### src/rtl/uart_word_io_pkg.sv
// uart_word_io_pkg: shared FSM state type and byte/word geometry.
package uart_word_io_pkg;
  localparam int BYTE_W = 8;
  localparam int WORD_BYTES = 4;
  typedef enum logic [1:0] {IDLE, RECV, SEND, DONE} state_e;
endpackage

### src/rtl/uart_word_io_if.sv
// uart_word_io_if: controller request/response plus serial rx/tx byte links.
interface uart_word_io_if;
  import uart_word_io_pkg::*;
  logic uart_go;
  logic rors;
  logic [BYTE_W*WORD_BYTES-1:0] wdata;
  logic [BYTE_W*WORD_BYTES-1:0] rdata;
  logic uart_done;
  logic rx_valid;
  logic [BYTE_W-1:0] rx_data;
  logic tx_start;
  logic [BYTE_W-1:0] tx_data;
  logic tx_busy;
  logic rx_overflow;
  modport master(
    output uart_go, rors, wdata, rx_valid, rx_data, tx_busy,
    input rdata, uart_done, tx_start, tx_data, rx_overflow
  );
  modport slave(
    input uart_go, rors, wdata, rx_valid, rx_data, tx_busy,
    output rdata, uart_done, tx_start, tx_data, rx_overflow
  );
endinterface

### src/rtl/uart_fifo.sv
// uart_fifo: synchronous show-ahead FIFO; push ignored when full, pop ignored when empty.
module uart_fifo #(
  parameter int DEPTH = 16,
  parameter int W = 8
) (
  input  logic         clk,
  input  logic         rst,
  input  logic         push,
  input  logic [W-1:0] din,
  input  logic         pop,
  output logic [W-1:0] dout,
  output logic         full,
  output logic         empty
);
  localparam int AW = $clog2(DEPTH);
  logic [W-1:0] mem_q [DEPTH];
  logic [AW:0] wr_q, rd_q;
  logic do_push, do_pop;
  assign full = (wr_q[AW] != rd_q[AW]) && (wr_q[AW-1:0] == rd_q[AW-1:0]);
  assign empty = wr_q == rd_q;
  assign do_push = push && !full;
  assign do_pop = pop && !empty;
  assign dout = mem_q[rd_q[AW-1:0]];
  always_ff @(posedge clk)
    if (do_push) mem_q[wr_q[AW-1:0]] <= din;
  always_ff @(posedge clk) begin
    if (rst) begin
      wr_q <= '0;
      rd_q <= '0;
    end else begin
      if (do_push) wr_q <= wr_q + 1'b1;
      if (do_pop) rd_q <= rd_q + 1'b1;
    end
  end
endmodule

### src/rtl/uart_word_io.sv
// uart_word_io: moves 32-bit words to/from byte-wide serial FIFOs, little-endian.
// Optional UART_OVERFLOW_FLAG_EN adds a sticky flag for dropped rx bytes.
module uart_word_io
  import uart_word_io_pkg::*;
#(
  parameter int DEPTH = 16
) (
  input logic clk,
  input logic rst,
  uart_word_io_if.slave bus
);
  localparam int WW = BYTE_W * WORD_BYTES;
  state_e state_q, state_d;
  logic [1:0] cnt_q, cnt_d;
  logic [WW-1:0] wdata_q, wdata_d, rdata_q, rdata_d;
  logic tx_start_q;
  logic [BYTE_W-1:0] tx_data_q;
  logic rx_full, rx_empty, tx_full, tx_empty;
  logic [BYTE_W-1:0] rx_dout, tx_dout, tx_din;
  logic rx_pop, tx_push, tx_pop;
  assign rx_pop = state_q == RECV && !rx_empty;
  assign tx_push = state_q == SEND && !tx_full;
  // one idle cycle after each start gives the transmitter time to raise tx_busy
  assign tx_pop = !tx_empty && !bus.tx_busy && !tx_start_q;
  assign tx_din = wdata_q[{cnt_q, 3'b000} +: BYTE_W];
  uart_fifo #(.DEPTH(DEPTH), .W(BYTE_W)) u_rx (
    .clk(clk), .rst(rst), .push(bus.rx_valid), .din(bus.rx_data),
    .pop(rx_pop), .dout(rx_dout), .full(rx_full), .empty(rx_empty)
  );
  uart_fifo #(.DEPTH(DEPTH), .W(BYTE_W)) u_tx (
    .clk(clk), .rst(rst), .push(tx_push), .din(tx_din),
    .pop(tx_pop), .dout(tx_dout), .full(tx_full), .empty(tx_empty)
  );
  always_comb begin
    state_d = state_q;
    cnt_d = cnt_q;
    wdata_d = wdata_q;
    rdata_d = rdata_q;
    if (state_q == IDLE && bus.uart_go) begin
      state_d = bus.rors ? SEND : RECV;
      cnt_d = '0;
      wdata_d = bus.wdata;
    end
    if (rx_pop) rdata_d[{cnt_q, 3'b000} +: BYTE_W] = rx_dout;
    if (rx_pop || tx_push) begin
      cnt_d = cnt_q + 2'd1;
      state_d = cnt_q == 2'(WORD_BYTES - 1) ? DONE : state_q;
    end
    if (state_q == DONE) state_d = IDLE;
  end
  always_ff @(posedge clk) begin
    if (rst) begin
      state_q <= IDLE;
      cnt_q <= '0;
      wdata_q <= '0;
      rdata_q <= '0;
      tx_start_q <= 1'b0;
      tx_data_q <= '0;
    end else begin
      state_q <= state_d;
      cnt_q <= cnt_d;
      wdata_q <= wdata_d;
      rdata_q <= rdata_d;
      tx_start_q <= tx_pop;
      tx_data_q <= tx_pop ? tx_dout : tx_data_q;
    end
  end
  assign bus.rdata = rdata_q;
  assign bus.uart_done = state_q == DONE;
  assign bus.tx_start = tx_start_q;
  assign bus.tx_data = tx_data_q;
`ifdef UART_OVERFLOW_FLAG_EN
  logic ovf_q;
  always_ff @(posedge clk)
    if (rst) ovf_q <= 1'b0;
    else if (bus.rx_valid && rx_full) ovf_q <= 1'b1;
  assign bus.rx_overflow = ovf_q;
`else
  assign bus.rx_overflow = 1'b0;
`endif
endmodule

### src/flat_wrapper.sv
// flat-port wrapper written by rule: the top's interface ports become plain ports
module uart_word_io_flat import uart_word_io_pkg::*;
#(
  parameter int DEPTH = 16
)
  (clk, rst, bus_uart_go, bus_rors, bus_wdata, bus_rx_valid, bus_rx_data, bus_tx_busy, bus_rdata, bus_uart_done, bus_tx_start, bus_tx_data, bus_rx_overflow);
  uart_word_io_if bus_i ();
  input logic clk;
  input logic rst;
  input wire logic [$bits(bus_i.uart_go)-1:0] bus_uart_go;
  input wire logic [$bits(bus_i.rors)-1:0] bus_rors;
  input wire logic [$bits(bus_i.wdata)-1:0] bus_wdata;
  input wire logic [$bits(bus_i.rx_valid)-1:0] bus_rx_valid;
  input wire logic [$bits(bus_i.rx_data)-1:0] bus_rx_data;
  input wire logic [$bits(bus_i.tx_busy)-1:0] bus_tx_busy;
  output wire logic [$bits(bus_i.rdata)-1:0] bus_rdata;
  output wire logic [$bits(bus_i.uart_done)-1:0] bus_uart_done;
  output wire logic [$bits(bus_i.tx_start)-1:0] bus_tx_start;
  output wire logic [$bits(bus_i.tx_data)-1:0] bus_tx_data;
  output wire logic [$bits(bus_i.rx_overflow)-1:0] bus_rx_overflow;
  assign bus_i.uart_go = bus_uart_go;
  assign bus_i.rors = bus_rors;
  assign bus_i.wdata = bus_wdata;
  assign bus_i.rx_valid = bus_rx_valid;
  assign bus_i.rx_data = bus_rx_data;
  assign bus_i.tx_busy = bus_tx_busy;
  assign bus_rdata = bus_i.rdata;
  assign bus_uart_done = bus_i.uart_done;
  assign bus_tx_start = bus_i.tx_start;
  assign bus_tx_data = bus_i.tx_data;
  assign bus_rx_overflow = bus_i.rx_overflow;
  uart_word_io #(.DEPTH(DEPTH)) u_core (.clk(clk), .rst(rst), .bus(bus_i));
endmodule
### config.mk
export PLATFORM = sky130hd
export DESIGN_NAME = uart_word_io_flat
export DESIGN_NICKNAME = d
export VERILOG_FILES = /design/src/rtl/uart_word_io_pkg.sv /design/src/rtl/uart_word_io_if.sv /design/src/rtl/uart_fifo.sv /design/src/rtl/uart_word_io.sv /design/src/flat_wrapper.sv
export SDC_FILE = /design/constraint.sdc
export NUM_CORES = 1
export LEC_CHECK = 0
export ABC_AREA = 0
export ABC_CLOCK_PERIOD_IN_PS = 5300
export BUFFER_PORTS_ARGS = -buffer_cell sky130_fd_sc_hd__buf_2
export CORE_MARGIN = 8
export CORE_UTILIZATION = 45
export CTS_BUF_LIST = sky130_fd_sc_hd__clkbuf_4 sky130_fd_sc_hd__clkbuf_8
export DETAILED_ROUTE_END_ITERATION = 8
export GPL_TIMING_DRIVEN = 0
export PLACE_DENSITY = 0.69
export SYNTH_ARGS = -nofsm -noshare
export SYNTH_HDL_FRONTEND = slang
export SYNTH_SLANG_ARGS = --single-unit
### constraint.sdc
create_clock -name clk -period 5.3 [get_ports clk]
set_input_delay 1.06 -clock clk [delete_from_list [all_inputs] [get_ports clk]]
set_output_delay 1.06 -clock clk [all_outputs]
set_load 0.05 [all_outputs]
# Yosys cells after proc, flatten, opt, wreduce, memory -nomap -nowiden

Memory sizes are Yosys's and may differ from the RTL's. A register that Yosys moved wholly into a read port is not among the register bits.
Cells that the tools add are included.

Equal/unequal tests: 11
Mux-type cells: 13
Add/subtract/negate cells: 6
Shifts and indexed selects: 3
Reductions and logical operators: 22

Operators by type and width:

| cell                     | number |
|---|---|
| $bwmux W32               | 1 |
| $shift A8 B7 Y32 const A | 1 |
| $shiftx A32 B6 Y8        | 1 |
| $shiftx A8 B7 Y32        | 1 |
| $add A5 B1 Y5 const B    | 4 |
| $mux W2                  | 6 |
| $logic_and A1 B1 Y1      | 11 |
| $eq A5 B5 Y1             | 2 |
| $eq A4 B4 Y1             | 2 |
| $mux W4                  | 2 |
| $neg A5 Y7               | 1 |
| $eq A2 B2 Y1 const B     | 3 |
| $logic_not A1 Y1         | 6 |
| $mux W1                  | 4 |
| $add A2 B1 Y2 const B    | 1 |
| $eq A2 B1 Y1 const B     | 1 |
| $logic_not A2 Y1         | 1 |
| $ne A1 B1 Y1             | 2 |
| $ne A2 B2 Y1 const B     | 1 |
| $reduce_and A2 Y1        | 1 |
| $reduce_bool A2 Y1       | 1 |
| $reduce_or A2 Y1         | 1 |
| $logic_or A1 B1 Y1       | 1 |

Word-level logic and storage cells: 66
Input bits: 46
Memory bits (writable): 256
Bits in registers: 89
Memories kept: 2
Output and inout port bits: 43

Memories:

| memory            | words | bits a word | rd ports | clocked after memory_dff | write ports | RTL line        | source |
|---|---|---|---|---|---|---|---|
| u_core.u_rx.mem_q | 16    | 8           | 1        | 1                        | 1           | uart_fifo.sv:16 | `logic [W-1:0] mem_q [DEPTH];` |
| u_core.u_tx.mem_q | 16    | 8           | 1        | 1                        | 1           | uart_fifo.sv:16 |  |

# Longest topological paths before layout

Word-level depth: 7
Mapped depth: 8
Mapped depth without buffers: 5

# By module

A second synthesis with hierarchy kept.

Cells, all modules: 948
Area total of the unflattened synthesis: 14889.3 sq um

By module, submodules not included:

| module       | area an instance (sq um) | times used | cells an instance |
|---|---|---|---|
| uart_fifo    | 5829.3                   | 2          | 283 |
| uart_word_io | 3230.6                   | 1          | 382 |

# Worst setup path before layout

No wires, ideal clock.

Kind: in2reg
From: input bus_rx_valid
To: memory u_core.u_rx.mem_q[0][0], enable pin
Stages on the path: 3
Arrival: 1.983 ns
Setup slack: 2.934 ns
Buffers on the path: 0
Cell sequence: o21a_1 -> nand2_1 -> nor3_1

Word-level cells in the longest chain between the ends: 3

RTL lines:

| element                       | RTL line           | source |
|---|---|---|
| start: declaration            | flat_wrapper.sv:13 | `input wire logic [$bits(bus_i.rx_valid)-1:0] bus_rx_valid;` |
| $logic_and A1 B1 Y1           | uart_fifo.sv:21    | `assign do_push = push && !full;` |
| $mux W1                       | uart_fifo.sv:25    | `if (do_push) mem_q[wr_q[AW-1:0]] <= din;` |
| $mux W1 (implied by the code) | uart_fifo.sv:25    |  |
| end: declaration              | uart_fifo.sv:16    |  |

Every way passes these cells.

# Worst setup path in the final report

From: register u_core.cnt_q[1]
To: register u_core.rdata_q[14], in the netlist u_core.bus.rdata[14]

Word-level cells in the longest chain between the ends: 3
Elaborated cells between the ends (all ways): 4

RTL lines:

| element                                               | RTL line           | source |
|---|---|---|
| start: declaration                                    | uart_word_io.sv:14 | `logic [1:0] cnt_q, cnt_d;` |
| start signal: assignment                              | uart_word_io.sv:61 | `cnt_q <= cnt_d;` |
| $neg A5 Y7 (*)                                        | uart_word_io.sv:44 | `if (rx_pop) rdata_d[{cnt_q, 3'b000} +: BYTE_W] = rx_dout;` |
| $shiftx A8 B7 Y32 or $shift A8 B7 Y32 (tied branches) | uart_word_io.sv:44 |  |
| $bwmux W32 (*)                                        | uart_word_io.sv:44 |  |
| end signal: assignment                                | uart_word_io.sv:63 | `rdata_q <= rdata_d;` |
| end: declaration                                      | uart_word_io.sv:15 | `logic [WW-1:0] wdata_q, wdata_d, rdata_q, rdata_d;` |

Mark *: on every way between the ends. The rest lies on a longest branch, timed or not.
A chain may end at the register's enable or synchronous reset.

==> flow_metrics.py <==
metrics = {
    "routing": {
        "totalWireLength_um": 30660,
        "drtPass1Iterations": 4,
        "via_per_inst": 5.390,
        "drt_iter0_markers": 460,
        "vias": 7804,
        "route.detailed.drc": 0,
        "wl_per_cell_um": 21.17,
        "postRouteAntennaNets": 0,
    },
    "timing": {
        "timing.setup.tns_ps": 0,
        "skew_ps": 38.02,
        "post-route-period-util_pct": 49.42,
        "fmax_mhz": 381.8,
        "timing.final.hold_violations": 0,
        "final_max_slew_viol_count": 0,
        "relSlewSlack_pct": 17.30,
        "period_needed_ps": 2619,
        "worst_pin_slew_ps": 1231,
        "rsz0062_at_grt": "false",
        "fin_ws_ps": 2681,
        "setup-violations-final": 0,
    },
    "die": {
        "io_pins": 89,
        "die_w_um": 192.3,
        "initial_core_util_pct": 45.74,
        "dieArea_um2": 36990,
        "die_y_um": 192.3,
        "rows": 64,
        "core_um2": 30590,
    },
    "cts": {
        "worstSkewPairLatency_ps": 590,
        "post_cts_resized": 0,
        "cts_buffers": 56,
        "clockBufferDepth": 3,
        "cts_sinks": 357,
        "cts_setup_buffers": 0,
        "root_buffer": "clkbuf_8",
        "cts_tree": "yes",
        "clk_pin_slew_ps": 60,
        "holdBufCountCts": 0,
        "cts_htree_levels": 2,
    },
    "synthesis": {
        "ys_warn_count": 0,
        "synthCells": 860,
        "synth_area_um2": 13990,
        "synthArstFlopShare_pct": 0,
        "synth_top_cell_by_area": "edfxtp_1",
        "ys_ff_latch": 357,
        "ys_types": 50,
        "synth-edff-count": 256,
        "syn_avg_cell_area_um2": 16.27,
        "synth_sequential_area_ratio_pct": 69.39,
        "synth_flop_cell": "edfxtp_1",
        "synth_top_area_share_pct": 54.94,
        "synth_nets": 922,
        "synthTopCellsByArea": "edfxtp_1 (55%), dfxtp_1 (14%), mux4_2 (12%)",
    },
    "power_and_ir_drop": {
        "peakVddDrop_mv": 0.1998,
        "p_per_area_nw_per_um2": 369.5,
        "power_w": 0.005957,
        "leakage_nw": 5.657,
    },
    "grt": {
        "grt_pass1_wl_um": 47490,
        "grt_pass1_vias": 8341,
        "track_usage_pct": 16.75,
        "grt_overflow_total": 0,
        "antenna_found_initial": 1,
        "grt_max_degree": 17,
    },
    "placement": {
        "gp_congestion": 0.8063,
        "dpl.cell_count": 1343,
        "hpwl_um": 20790,
        "portBuffers": 86,
        "dp_slack_ps": 2271,
    },
    "final_layout": {
        "final_cells": 1448,
        "final_layout_size_suffix_gt1_share_pct": 28.33,
        "num-nets-final": 1067,
        "area_growth_pct": 15.22,
        "utilization_pct": 52.70,
        "diodes": 0,
    },
    "worst_hold_path": {
        "hp-class": "register to register",
        "hold_depth": 2,
        "hold_path_startpoint": "u_core.bus.tx_data[0]$_SDFFE_PP0P_",
    },
    "setup_path": {
        "cpMostUsedCell": "clkbuf_1",
        "cp-end-kind": "register",
        "path_class": "register to register",
        "path_max_fanout": 9,
        "critPathRequiredTime_ps": 5800,
        "slowest_delay_ps": 490,
        "cp-startpoint": "u_core.cnt_q[1]$_SDFFE_PP0P_",
        "path_cells": "clkbuf_1 -> inv_1 -> ha_1 -> nor3b_1 -> and4_1 -> clkbuf_1 -> a22o_1",
        "rrSetupSlack_ps": 2680,
        "critPathSlowestCell": "clkbuf_1",
        "worstPathArrival_ps": 3120,
        "worst-r2r-cell-count": 7,
        "cp-start-kind": "register",
        "regToRegStartpoint": "u_core.cnt_q[1]$_SDFFE_PP0P_",
    },
    "outcome": {
        "outcome": "finished, final reports clean",
    },
    "flow_run": {
        "drv_cap": 0,
    },
}
[cell usage after synthesis, types with 15 or more instances]
| cell type | n |
|---|---|
| clkbuf_1 | 22 |
| mux4_2 | 72 |
| nor2_1 | 41 |
| and3_1 | 15 |
| nand2_1 | 84 |
| ha_1 | 16 |
| dfxtp_1 | 101 |
| edfxtp_1 | 256 |
| nor2b_1 | 15 |
| a22oi_1 | 30 |
| a21oi_1 | 45 |
| a22o_1 | 32 |
[final timing paths]
path	end
worst max-delay path	u_core.bus.rdata[14]$_SDFFE_PP0P_
worst min-delay path	u_core.bus.tx_data[0]$_SDFFE_PP0P_
worst max register to register	u_core.bus.rdata[14]$_SDFFE_PP0P_
worst min register to register	u_core.bus.tx_data[0]$_SDFFE_PP0P_
[sequential cells by signal, summed over array words and instances (netlist names), named ones only]
register,cells
u_core.wdata_q,32
u_core.bus.tx_start,1
u_core.cnt_q,2
u_core.u_rx.wr_q,5
u_core.u_tx.wr_q,5
u_core.u_tx.rd_q,5
u_core.bus.tx_data,8
u_core.bus.rdata,32
u_core.u_rx.rd_q,5
u_core.u_rx.mem_q,128
u_core.state_q,2
u_core.u_tx.mem_q,128
[area by class of cell]
class                   count  area (um2)
fillers                  2544       14470
flip-flops and latches    357        9709
multi-input cells         444        3986
clock buffers              93        1074
well taps                 396       495.5
repair buffers             87       437.9
plain buffers              52       270.3
clock inverters            12       122.6
inverters                   7       26.28
[where the power goes]
part	internal [W]	switching (W)
clock network	0.00138	0.00104
registers	0.00305	0.0000262
logic	0.000172	0.000286
[layer usage]
layer / part of all wire (%) / vias to the layer above / track usage [%] / wire [um]
li1: - / 3625 / - / -
met1: 42 / 3954 / 20.93 / 12890
met2: 51 / 171 / 29.14 / 15720
met3: 4.6 / 52 / 3.289 / 1413
met4: 2.0 / 2 / 4.994 / 627
met5: 0.029 / - / 0 / 9
[placed cells by master, fill, tap and decap left out, types with 5 or more instances in the layout]
cell      count
clkinv_1      6
xor2_1       10
nor2b_1      15
o211ai_1      6
buf_4         5
nand2_1      84
nor3_1        7
a21oi_1      45
xnor2_1      13
ha_1         16
a21o_1        7
buf_6         6
edfxtp_1    256
mux2i_1       5
clkbuf_8     60
a22o_1       32
clkbuf_4     33
dfxtp_1     101
inv_1         7
buf_2        97
clkbuf_1     22
and3_1       15
buf_1         8
a22oi_1      30
mux4_2       72
nor2_1       41
[critical path, delay by kind of cell, from the launching register on]
kind	cells	cell delay (ps)
buffers and inverters	3	1040
and+or+nand+nor	2	530
adders and majority gates	1	390
DFF	1	400
AOI/OAI and AO/OA	1	190
[metrics by stage]
step	hold WS, ps	instance area [um2]
2_1_floorplan	433.1	13990
3_5_place_dp	446.7	14930
6_report	453.8	16120
5_1_grt	472.5	16120
4_1_cts	455.5	16120
3_3_place_gp	441.0	14920
[cell families after synthesis]
family | share of synthesized area, %
fa+ha+maj | 1.431
simple gates | 6.403
compound gates | 6.787
mux | 12.40
other cells | 0.02680
flops | 69.39
buf+inv | 2.119
xor+xnor | 1.440
Note: power is estimated with default switching activity, not from simulation.
